--- src/rtl/text_pkg.sv ---
// Shared types and constants for the OLED text buffer writer.
// TEXT_SCROLL_EN adds the SCROLL state used on buffer overflow.
package text_pkg;

   localparam int unsigned COLS        = 16;
   localparam int unsigned ROWS        = 4;
   localparam int unsigned DEPTH       = COLS * ROWS;
   localparam int unsigned ADDR_W      = 6;
   localparam int unsigned COL_W       = 4;
   localparam int unsigned ROW_W       = 2;
   localparam int unsigned DATA_W      = 8;
   localparam int unsigned SCROLL_KEEP = (ROWS - 1) * COLS;

   localparam logic [DATA_W-1:0] BLANK    = 8'h20;
   localparam logic [DATA_W-1:0] CH_LF    = 8'h0A;
   localparam logic [DATA_W-1:0] CH_CR    = 8'h0D;
   localparam logic [DATA_W-1:0] CH_BS    = 8'h08;
   localparam logic [DATA_W-1:0] CH_FF    = 8'h0C;
   localparam logic [DATA_W-1:0] PRINT_LO = 8'h20;
   localparam logic [DATA_W-1:0] PRINT_HI = 8'h7E;

   localparam logic [ADDR_W-1:0] LAST_ADDR = ADDR_W'(DEPTH - 1);

   typedef enum logic [1:0] {
      ST_CLEAR  = 2'd0,
      ST_IDLE   = 2'd1
`ifdef TEXT_SCROLL_EN
      ,ST_SCROLL = 2'd2
`endif
   } state_t;

endpackage

--- src/rtl/text_buffer_writer_if.sv ---
// Byte-stream, display-read and status signals of the text buffer writer.
interface text_buffer_writer_if;
   import text_pkg::*;

   logic [DATA_W-1:0] inData;
   logic              inValid;
   logic              inReady;
   logic [ADDR_W-1:0] charAddress;
   logic [DATA_W-1:0] charOutput;
   logic [ADDR_W-1:0] cursor;
   logic              busy;

   modport master (
      output inData, inValid, charAddress,
      input  inReady, charOutput, cursor, busy
   );

   modport slave (
      input  inData, inValid, charAddress,
      output inReady, charOutput, cursor, busy
   );

endinterface

--- src/rtl/char_ram.sv ---
// 64x8 character RAM: one write port, registered display read (old data on collision).
// With TEXT_SCROLL_EN a combinational read port feeds the scroll copy.
module char_ram
   import text_pkg::*;
(
   input  logic              clk,
   input  logic              reset,
   input  logic              i_we,
   input  logic [ADDR_W-1:0] i_waddr,
   input  logic [DATA_W-1:0] i_wdata,
   input  logic [ADDR_W-1:0] i_raddr,
   output logic [DATA_W-1:0] o_rdata
`ifdef TEXT_SCROLL_EN
   ,input  logic [ADDR_W-1:0] i_caddr
   ,output logic [DATA_W-1:0] o_cdata
`endif
);

   logic [DATA_W-1:0] r_mem [DEPTH];

   always_ff @(posedge clk) begin
      if (i_we) r_mem[i_waddr] <= i_wdata;
   end

   always_ff @(posedge clk or posedge reset) begin
      if (reset) o_rdata <= BLANK;
      else       o_rdata <= r_mem[i_raddr];
   end

`ifdef TEXT_SCROLL_EN
   assign o_cdata = r_mem[i_caddr];
`endif

endmodule

--- src/rtl/text_buffer_writer.sv ---
// Cursor-driven producer for the OLED text engine's 16x4 character buffer.
// Define TEXT_SCROLL_EN to scroll up one row on overflow instead of wrapping to 0.
module text_buffer_writer
   import text_pkg::*;
(
   input logic                clk,
   input logic                reset,
   text_buffer_writer_if.slave bus
);

   state_t            r_state;
   logic [ADDR_W-1:0] r_cnt;
   logic [ADDR_W-1:0] r_cursor;
   logic              r_ready;
   logic              r_busy;

   logic              w_accept;
   logic              w_printable;
   logic [ROW_W-1:0]  w_row;
   logic [ADDR_W-1:0] w_cursor_dec;
   logic              w_we;
   logic [ADDR_W-1:0] w_waddr;
   logic [DATA_W-1:0] w_wdata;
`ifdef TEXT_SCROLL_EN
   logic [ADDR_W-1:0] w_copy_addr;
   logic [DATA_W-1:0] w_copy_data;
   assign w_copy_addr = ADDR_W'(r_cnt + ADDR_W'(COLS));
`endif

   assign w_accept     = bus.inValid && r_ready;
   assign w_printable  = (bus.inData >= PRINT_LO) && (bus.inData <= PRINT_HI);
   assign w_row        = r_cursor[ADDR_W-1:COL_W];
   assign w_cursor_dec = (r_cursor == '0) ? '0 : ADDR_W'(r_cursor - ADDR_W'(1));

   assign bus.inReady = r_ready;
   assign bus.busy    = r_busy;
   assign bus.cursor  = r_cursor;

   // RAM write port: blank fill, accepted characters, backspace erase, scroll copy
   always_comb begin
      w_we    = 1'b0;
      w_waddr = r_cnt;
      w_wdata = BLANK;
      case (r_state)
         ST_CLEAR: w_we = 1'b1;
         ST_IDLE: begin
            if (w_accept && w_printable) begin
               w_we    = 1'b1;
               w_waddr = r_cursor;
               w_wdata = bus.inData;
            end else if (w_accept && (bus.inData == CH_BS)) begin
               w_we    = 1'b1;
               w_waddr = w_cursor_dec;
            end
         end
`ifdef TEXT_SCROLL_EN
         ST_SCROLL: begin
            w_we = 1'b1;
            if (r_cnt < ADDR_W'(SCROLL_KEEP)) w_wdata = w_copy_data;
         end
`endif
         default: w_we = 1'b0;
      endcase
   end

   always_ff @(posedge clk or posedge reset) begin
      if (reset) begin
         r_state  <= ST_CLEAR;
         r_cnt    <= '0;
         r_cursor <= '0;
         r_ready  <= 1'b0;
         r_busy   <= 1'b1;
      end else begin
         case (r_state)
            ST_CLEAR: begin
               r_cnt <= ADDR_W'(r_cnt + ADDR_W'(1));
               if (r_cnt == LAST_ADDR) begin
                  r_state  <= ST_IDLE;
                  r_cnt    <= '0;
                  r_cursor <= '0;
                  r_ready  <= 1'b1;
                  r_busy   <= 1'b0;
               end
            end
            ST_IDLE: begin
               if (w_accept) begin
                  if (w_printable) begin
`ifdef TEXT_SCROLL_EN
                     if (r_cursor == LAST_ADDR) begin
                        r_state  <= ST_SCROLL;
                        r_cnt    <= '0;
                        r_cursor <= ADDR_W'(SCROLL_KEEP);
                        r_ready  <= 1'b0;
                        r_busy   <= 1'b1;
                     end else
`endif
                     r_cursor <= ADDR_W'(r_cursor + ADDR_W'(1));
                  end else begin
                     case (bus.inData)
                        CH_LF: begin
`ifdef TEXT_SCROLL_EN
                           if (w_row == ROW_W'(ROWS - 1)) begin
                              r_state  <= ST_SCROLL;
                              r_cnt    <= '0;
                              r_cursor <= ADDR_W'(SCROLL_KEEP);
                              r_ready  <= 1'b0;
                              r_busy   <= 1'b1;
                           end else
`endif
                           r_cursor <= {ROW_W'(w_row + ROW_W'(1)), COL_W'(0)};
                        end
                        CH_CR: r_cursor <= {w_row, COL_W'(0)};
                        CH_BS: r_cursor <= w_cursor_dec;
                        CH_FF: begin
                           r_state <= ST_CLEAR;
                           r_cnt   <= '0;
                           r_ready <= 1'b0;
                           r_busy  <= 1'b1;
                        end
                        default: r_cursor <= r_cursor;
                     endcase
                  end
               end
            end
`ifdef TEXT_SCROLL_EN
            ST_SCROLL: begin
               r_cnt <= ADDR_W'(r_cnt + ADDR_W'(1));
               if (r_cnt == LAST_ADDR) begin
                  r_state <= ST_IDLE;
                  r_cnt   <= '0;
                  r_ready <= 1'b1;
                  r_busy  <= 1'b0;
               end
            end
`endif
            default: r_state <= ST_CLEAR;
         endcase
      end
   end

   char_ram u_ram (
      .clk     (clk),
      .reset   (reset),
      .i_we    (w_we),
      .i_waddr (w_waddr),
      .i_wdata (w_wdata),
      .i_raddr (bus.charAddress),
      .o_rdata (bus.charOutput)
`ifdef TEXT_SCROLL_EN
      ,.i_caddr (w_copy_addr)
      ,.o_cdata (w_copy_data)
`endif
   );

endmodule

--- src/flat_wrapper.sv ---
// flat-port wrapper written by rule: the top's interface ports become plain ports
module text_buffer_writer_flat import text_pkg::*;
  (clk, reset, bus_inData, bus_inValid, bus_charAddress, bus_inReady, bus_charOutput, bus_cursor, bus_busy);
  text_buffer_writer_if bus_i ();
  input logic clk;
  input logic reset;
  input wire logic [$bits(bus_i.inData)-1:0] bus_inData;
  input wire logic [$bits(bus_i.inValid)-1:0] bus_inValid;
  input wire logic [$bits(bus_i.charAddress)-1:0] bus_charAddress;
  output wire logic [$bits(bus_i.inReady)-1:0] bus_inReady;
  output wire logic [$bits(bus_i.charOutput)-1:0] bus_charOutput;
  output wire logic [$bits(bus_i.cursor)-1:0] bus_cursor;
  output wire logic [$bits(bus_i.busy)-1:0] bus_busy;
  assign bus_i.inData = bus_inData;
  assign bus_i.inValid = bus_inValid;
  assign bus_i.charAddress = bus_charAddress;
  assign bus_inReady = bus_i.inReady;
  assign bus_charOutput = bus_i.charOutput;
  assign bus_cursor = bus_i.cursor;
  assign bus_busy = bus_i.busy;
  text_buffer_writer u_core (.clk(clk), .reset(reset), .bus(bus_i));
endmodule
--- config.mk ---
export PLATFORM = sky130hd
export DESIGN_NAME = text_buffer_writer_flat
export DESIGN_NICKNAME = d
export VERILOG_FILES = /design/src/rtl/text_pkg.sv /design/src/rtl/text_buffer_writer_if.sv /design/src/rtl/char_ram.sv /design/src/rtl/text_buffer_writer.sv /design/src/flat_wrapper.sv
export SDC_FILE = /design/constraint.sdc
export NUM_CORES = 1
export LEC_CHECK = 0
export ABC_AREA = 1
export BUFFER_PORTS_ARGS = -buffer_cell sky130_fd_sc_hd__buf_2
export CORE_MARGIN = 3
export CORE_UTILIZATION = 35
export CTS_CLUSTER_SIZE = 8
export DETAILED_ROUTE_END_ITERATION = 8
export HOLD_SLACK_MARGIN = 0.15
export MAX_ROUTING_LAYER = met4
export PLACE_DENSITY_LB_ADDON = 0.25
export SLEW_MARGIN = 0
export SYNTH_ARGS = -nofsm -noshare
export SYNTH_HDL_FRONTEND = slang
export SYNTH_SLANG_ARGS = --single-unit
--- constraint.sdc ---
create_clock -name clk -period 4.4 [get_ports clk]
set_input_delay 0.44 -clock clk [delete_from_list [all_inputs] [get_ports clk]]
set_output_delay 0.44 -clock clk [all_outputs]
set_load 0.01 [all_outputs]
==> key figures, run 1 <==
Placement
  – Dpl hpwl: 34700 um
  – Cell count after placement: 2876
  – # port buffers: 32
  – Placer's final routability congestion estimate: 0.866

Die
  – Floorplan die height: 260 um
  – Area inside the core boundary: 63500 um2
  – Core Rows: 92
  – IO Count: 33
  – DIE WIDTH: 260 um
  – Starting Density: 35.6%
  – Area of the die: 67700 um2

Yosys
  – Most frequent cell after synthesis: sky130_fd_sc_hd__nand2_1
  – FF+latch count, synth: 534
  – Netlist area before placement: 22600 um2
  – Number of warning messages in the yosys log: 0
  – Most area-consuming cells after synthesis: sky130_fd_sc_hd__edfxtp_1 (68%), sky130_fd_sc_hd__nand2_1 (12%), sky130_fd_sc_hd__nand3_1 (10%)
  – Proportion of synthesized flip-flops having asynchronous set or reset: 4.12%
  – Number of enable flip-flop cells after synthesis: 512
  – Post-synthesis area per instance: 11.2 um2
  – Area share of the leading cell type in the synthesized netlist: 67.9%
  – Library cells used by synthesis: 40
  – Most used flip-flop cell after synthesis: sky130_fd_sc_hd__edfxtp_1
  – Fraction of the yosys area taken by sequential cells: 70.4%
  – Top cells by count, synth: sky130_fd_sc_hd__nand2_1 (710), sky130_fd_sc_hd__edfxtp_1 (512), sky130_fd_sc_hd__nand3_1 (455), sky130_fd_sc_hd__nor2_1 (84), sky130_fd_sc_hd__clkbuf_1 (58)
  – Instance count of the mapped netlist: 2028
  – Yosys top cell by area: sky130_fd_sc_hd__edfxtp_1

Clock network
  – Post-CTS resize count: 0
  – Worst-case clock buffer depth: 3
  – Master cell of the clock root buffer: sky130_fd_sc_hd__clkbuf_16
  – Clock slew seen by the registers of the worst setup and hold paths: 0.05 ns
  – TritonCTS clock tree: yes
  – Worst skew pair latency: 0.60 ns
  – Buffers inserted by post-CTS timing repair: 0
  – Clock sink count: 534
  – Cts bufs inserted: 76
  – Depth of the CTS H-tree: 3

Worst setup path
  – Kind of end point of the critical path: register
  – Worst setup SP type: register
  – Type of the worst setup path: register to register
  – Maximum fanout count along the critical path: 10
  – WP data arrival: 3.46 ns
  – Req. time, crit path: 4.63 ns

Power and ir drop
  – Switching share of power: 27.5%
  – Power density cells: 510 nW/um2
  – Switching pwr: 3.64 mW
  – Cell leakage power: 9.64 nW
  – Worst VDD drop: 0.000243 V
  – Seq pwr share: 45.8%
  – Combinational Power Share: 14.6%
  – Internal Dissipation: 9.62 mW
  – Clock share of power: 39.6%

Detailed routing
  – First drt pass iteration count: 5
  – Average routed wire per standard cell: 19.6 um
  – Drt via density: 5.02
  – Detailed Route WL: 58700 um
  – Number of antenna-violating nets in the routed design: 0
  – Initial drt markers: 1218
  – Via count: 15000
  – Number of design rule violations left after detail routing: 0

Timing
  – Crit share post-route: 73.5%
  – Hold Violations, Final: 0
  – Unrepaired setup endpoints after global routing: false
  – Time the worst path needs with I/O delays and setup: 3.24 ns
  – # setup viols final: 0
  – Worst rel slew slack: 24.7%
  – Clock Skew: 0.0184 ns
  – Max frequency: 0.309 GHz
  – Fin. max-slew vios: 0
  – Slew at the pin closest to its max-slew limit: 1.13 ns
  – Total negative setup slack: 0 ns

Global route
  – Total global routing overflow: 0
  – Initial antenna violation count: 0
  – Wire length of the first global-routing pass: 89800 um
  – Total track usage: 18.1%
  – Vias in the first global route: 15100
  – Pin count of the biggest net entering global routing: 257

Run status
  – Outcome: completed

Final layout
  – Nets: 2131
  – Share of layout cells above drive strength 1: 9.40%
  – Post-route insts no fill: 2994
  – Register cell area after layout: 15900 um2
  – Antenna cells: 0
  – Number of fillers in the final layout: 6131
  – Area taken by multi-input logic gates: 6350 um2
  – Synthesis-to-layout area growth: 15.0%

Worst hold path
  – Hold Crit Class: primary input to register

Run
  – Number of max-cap violations: 0
==> layout make-up <==
cell class	count	share of cell area, %
multi-input combinational	1406	24.4
timing repair buffer	53	1.52
tap	846	4.07
clock buffer	112	7.95
inverter	38	0.587
sequential	534	61.2
clock inverter	5	0.226
==> path summary, 6_finish.rpt <==
check	slack [ns]	endpoint	start	cells after the start
setup / recovery	1.16	u_core.u_ram.r_mem[53][3]$_DFFE_PP_	u_core.bus.cursor[0]$_DFFE_PP0P_	12
hold / removal	0.27	u_core.u_ram.o_rdata[5]$_DFF_PP1_	bus_charAddress[5]	3
setup reg to reg	1.16	u_core.u_ram.r_mem[53][3]$_DFFE_PP_	u_core.bus.cursor[0]$_DFFE_PP0P_	12
hold reg to reg	0.51	u_core.bus.busy$_DFFE_PP1P_	u_core.bus.busy$_DFFE_PP1P_	2
max in group asynchronous	3.57	u_core.u_ram.o_rdata[5]$_DFF_PP1_	reset	4
min in group asynchronous	0.46	u_core.bus.cursor[0]$_DFFE_PP0P_	reset	4
==> per-stage QoR <==
step	power, mW	area, um2	hold slack, ns	setup slack (ns)	utilization [%]
finish	13.3	26000	0.274	1.16	40.9
CTS	13.4	26000	0.215	1.17	40.9
detailed placement	8.10	23900	0.482	1.16	37.6
global placement	8.07	23900	0.485	1.25	37.6
floorplan	7.41	22900	0.428	1.42	-
global route	13.8	26000	0.232	0.794	40.9
==> timing repair <==
item / in CTS / in global routing
endpoints found under the setup margin: 0 / 0
hold buffers: 1 / 0
endpoints found under the hold margin: 20 / 0
==> power by group through the flow <==
stage	Combinational [mW]	Sequential, mW	Clock, mW
floorplan	1.28	6.13	0
global placement	1.91	6.16	0
detailed placement	1.93	6.17	0
CTS	1.94	6.08	5.37
global route	2.13	6.10	5.60
finish	1.93	6.08	5.25
==> critical path, stage by stage, from the launching register on <==
cell and delay [ns]:
sky130_fd_sc_hd__dfrtp_1 0.40, sky130_fd_sc_hd__clkinv_1 0.27, sky130_fd_sc_hd__ha_1 0.30, sky130_fd_sc_hd__nand2_1 0.06
sky130_fd_sc_hd__inv_1 0.04, sky130_fd_sc_hd__nand2_2 0.10, sky130_fd_sc_hd__and2_1 0.16, sky130_fd_sc_hd__nand3_1 0.10
sky130_fd_sc_hd__nand2_1 0.08, sky130_fd_sc_hd__nand2_1 0.05, sky130_fd_sc_hd__nand2_1 0.20, sky130_fd_sc_hd__nand3_2 0.41
sky130_fd_sc_hd__nor2_1 0.69
==> registers in the layout (all words and copies together), names as in the netlist <==
register              cells
u_core.u_ram.r_mem      512
u_core.u_ram.o_rdata      8
u_core.bus.cursor         6
u_core.r_cnt              6
u_core.bus.busy           1
u_core.bus.inReady        1
==> per-layer routing <==
metal,GRT usage [%],share of wire [%],vias to the layer above
met5,-,0,-
met2,27.4,46,484
met3,3.58,6.4,106
met1,24.9,46,7282
li1,-,-,7146
met4,5.28,2.4,0
==> cell usage in the layout, fill, tap and decap left out, drive strengths merged <==
master / synthesis / final
a21boi: 1 / 1
a21oi: 6 / 6
and2: 1 / 1
buf: 55 / 51
clkbuf: 58 / 113
clkinv: 1 / 3
conb: 1 / 64
dfrtp: 20 / 20
dfstp: 2 / 2
dlygate4sd3: 0 / 1
edfxtp: 512 / 512
ha: 5 / 5
inv: 37 / 40
nand2: 727 / 727
nand3: 468 / 468
nand3b: 1 / 1
nand4: 4 / 4
nor2: 99 / 99
nor3: 2 / 2
o211ai: 3 / 3
o21a: 1 / 1
o21ai: 15 / 15
o21bai: 1 / 1
o22ai: 2 / 2
o31ai: 1 / 1
or2: 1 / 1
xor2: 4 / 4
==> cells by family after synthesis <==
kind of cell             count (synthesis)  share of synthesized area [%]
AO/OA/AOI/OAI                           30                          0.918
XOR/XNOR                                 4                          0.155
adder cells (fa/ha/maj)                  5                          0.276
buffers and inverters                  151                           2.78
flip-flops                             534                           70.4
other                                    1                         0.0166
AND/OR/NAND/NOR                       1303                           25.5
Power figures use the tool's default switching activity.
==> inputs of run 2 (changes only) <==
clock period = 2.85 ns   (was 4.4 ns; I/O delays follow)
==> run 2 against run 1 <==
- global-route usage up 0.57 points
- first-iteration DRC count up 9.6%
- register-to-register slack worse by 0.96 ns
- critical path depth up 1
- non-clock buffer count up 89
- sequential share of layout area down 2.1 points
- final area up 3.6%
- worst setup slack worse by 0.96 ns
- power up 57%
- clock skew up 0.0033 ns
- final cell count up 3.1%
- critical endpoint is now u_core.u_ram.r_mem[34][4]$_DFFE_PP_
- largest cell class unchanged
- highest routed layer unchanged
==> key figures, run 2 (synthesis results as in run 1) <==
Run status
  – Outcome: completed

Global route
  – Total global routing overflow: 0
  – Pin count of the biggest net entering global routing: 133
  – Wire length of the first global-routing pass: 92300 um
  – Initial antenna violation count: 1
  – Total track usage: 18.7%
  – Vias in the first global route: 15600

Power and ir drop
  – Overall power consumption: 20.8 mW
  – Worst VDD drop: 0.000427 V
  – Cell leakage power: 10.2 nW
  – Power density cells: 773 nW/um2

Final layout
  – Commonest cells after routing, fill and taps aside: sky130_fd_sc_hd__nand2_1 (710), sky130_fd_sc_hd__edfxtp_1 (512), sky130_fd_sc_hd__nand3_1 (455), sky130_fd_sc_hd__buf_4 (86), sky130_fd_sc_hd__nor2_1 (78)
  – Register with the highest flop count: u_core.u_ram.r_mem
  – Synthesis-to-layout area growth: 19.1%
  – Biggest registers after layout: u_core.u_ram.r_mem x512, u_core.u_ram.o_rdata x8
  – Number of fillers in the final layout: 6027
  – Most common cell after layout, fill and taps aside: sky130_fd_sc_hd__nand2_1
  – Nets: 2220
  – Largest register FFs: 512
  – Post-route insts no fill: 3086
  – Share of layout cells above drive strength 1: 12.9%
  – Util after Layout: 42.4%
  – Antenna cells: 0

Timing
  – Unrepaired setup endpoints after global routing: true
  – Slew at the pin closest to its max-slew limit: 0.907 ns
  – Crit share post-route: 93.0%
  – Time the worst path needs with I/O delays and setup: 2.65 ns
  – # setup viols final: 0
  – Max frequency: 0.377 GHz
  – Post-route setup slack: 0.200 ns
  – Fin. max-slew vios: 0
  – Hold Violations, Final: 0
  – Clock Skew: 0.0217 ns
  – Worst rel slew slack: 39.4%

Die
  – Floorplan die height: 260 um
  – DIE WIDTH: 260 um
  – Area inside the core boundary: 63500 um2
  – Starting Density: 35.6%
  – Core Rows: 92
  – IO Count: 33
  – Area of the die: 67700 um2

Detailed routing
  – Drt via density: 4.99
  – Number of design rule violations left after detail routing: 0
  – First drt pass iteration count: 5
  – Via count: 15400
  – Initial drt markers: 1335
  – Average routed wire per standard cell: 19.8 um
  – Number of antenna-violating nets in the routed design: 0
  – Detailed Route WL: 60900 um

Worst hold path
  – Hold Crit Class: primary input to register

Clock network
  – Clock sink count: 534
  – Depth of the CTS H-tree: 3
  – TritonCTS clock tree: yes
  – Worst-case clock buffer depth: 3
  – Worst skew pair latency: 0.61 ns
  – Cts bufs inserted: 76
  – Post-CTS resize count: 0
  – Clock slew seen by the registers of the worst setup and hold paths: 0.05 ns
  – Master cell of the clock root buffer: sky130_fd_sc_hd__clkbuf_16
  – Buffers inserted by post-CTS timing repair: 0

Worst setup path
  – Type of the worst setup path: register to register
  – Worst setup SP type: register
  – WP data arrival: 2.96 ns
  – Maximum fanout count along the critical path: 8
  – Req. time, crit path: 3.16 ns
  – Kind of end point of the critical path: register

Run
  – Number of max-cap violations: 0

Placement
  – # port buffers: 32
  – Placer's final routability congestion estimate: 0.850
  – Dpl hpwl: 38300 um
  – Placement Setup Slack: 0.200 ns
  – Cell count after placement: 2964
-- run 2: what timing repair did --
action	4_1_cts	5_1_grt
setup endpoints to repair	0	154
hold endpoints to repair	30	0
hold buffers	2	0
-- run 2: cell type report --
type | count | area, um2 | share of cell area, %
clock buffer | 114 | 2070 | 7.67
inverter | 38 | 153 | 0.566
multi-input combinational | 1406 | 6350 | 23.6
clock inverter | 6 | 101 | 0.376
timing repair buffer | 142 | 1290 | 4.79
sequential | 534 | 15900 | 59.1
tap | 846 | 1060 | 3.93
-- run 2: worst max-delay path: stages (launching register included) --
cell and delay [ns]:
sky130_fd_sc_hd__dfrtp_1 0.40, sky130_fd_sc_hd__clkinv_1 0.16, sky130_fd_sc_hd__ha_1 0.27, sky130_fd_sc_hd__nand2_1 0.07
sky130_fd_sc_hd__nand2_1 0.04, sky130_fd_sc_hd__and2_1 0.15, sky130_fd_sc_hd__nand3_1 0.10, sky130_fd_sc_hd__nand2_1 0.06
sky130_fd_sc_hd__nand2_1 0.05, sky130_fd_sc_hd__nand2_1 0.15, sky130_fd_sc_hd__nor2_4 0.14, sky130_fd_sc_hd__nand2_2 0.33
sky130_fd_sc_hd__nor2_1 0.22, sky130_fd_sc_hd__buf_4 0.20
-- run 2: through the flow --
stage | setup TNS [ns] | instance area [um2] | hold slack [ns]
2_1_floorplan | -50.98 | 22900 | 0.273
4_1_cts | 0 | 26900 | 0.169
5_1_grt | -4.91 | 26900 | 0.191
6_report | 0 | 26900 | 0.202
3_5_place_dp | 0 | 24800 | 0.372
3_3_place_gp | 0 | 24800 | 0.364
-- run 2: final timing paths --
check,start,end,slack (ns),cells after the start
max in group asynchronous,reset,u_core.u_ram.o_rdata[5]$_DFF_PP1_,2.21,4
worst min register to register,u_core.bus.busy$_DFFE_PP1P_,u_core.bus.busy$_DFFE_PP1P_,0.50,2
min in group asynchronous,reset,u_core.bus.cursor[2]$_DFFE_PP0P_,0.29,4
worst max register to register,u_core.bus.cursor[0]$_DFFE_PP0P_,u_core.u_ram.r_mem[34][4]$_DFFE_PP_,0.20,13
worst min-delay path,bus_inData[2],u_core.u_ram.r_mem[14][2]$_DFFE_PP_,0.20,3
worst max-delay path,u_core.bus.cursor[0]$_DFFE_PP0P_,u_core.u_ram.r_mem[34][4]$_DFFE_PP_,0.20,13
-- run 2: layer usage --
layer	part of all wire, %	wire length (um)	vias to the layer above	global-route usage, %
met5	0	0	-	-
met4	2.3	1380	0	5.20
met3	6.3	3840	101	3.69
met2	46	28000	512	28.7
met1	46	27800	7465	25.4
li1	-	-	7329	-
-- run 2: power breakdown --
group          total, mW  internal [mW]  leakage, nW  switching (mW)
combinational       3.25          0.924         4.21            2.33
clock               8.23           4.98         1.04            3.25
sequential          9.36           9.15         4.94           0.209
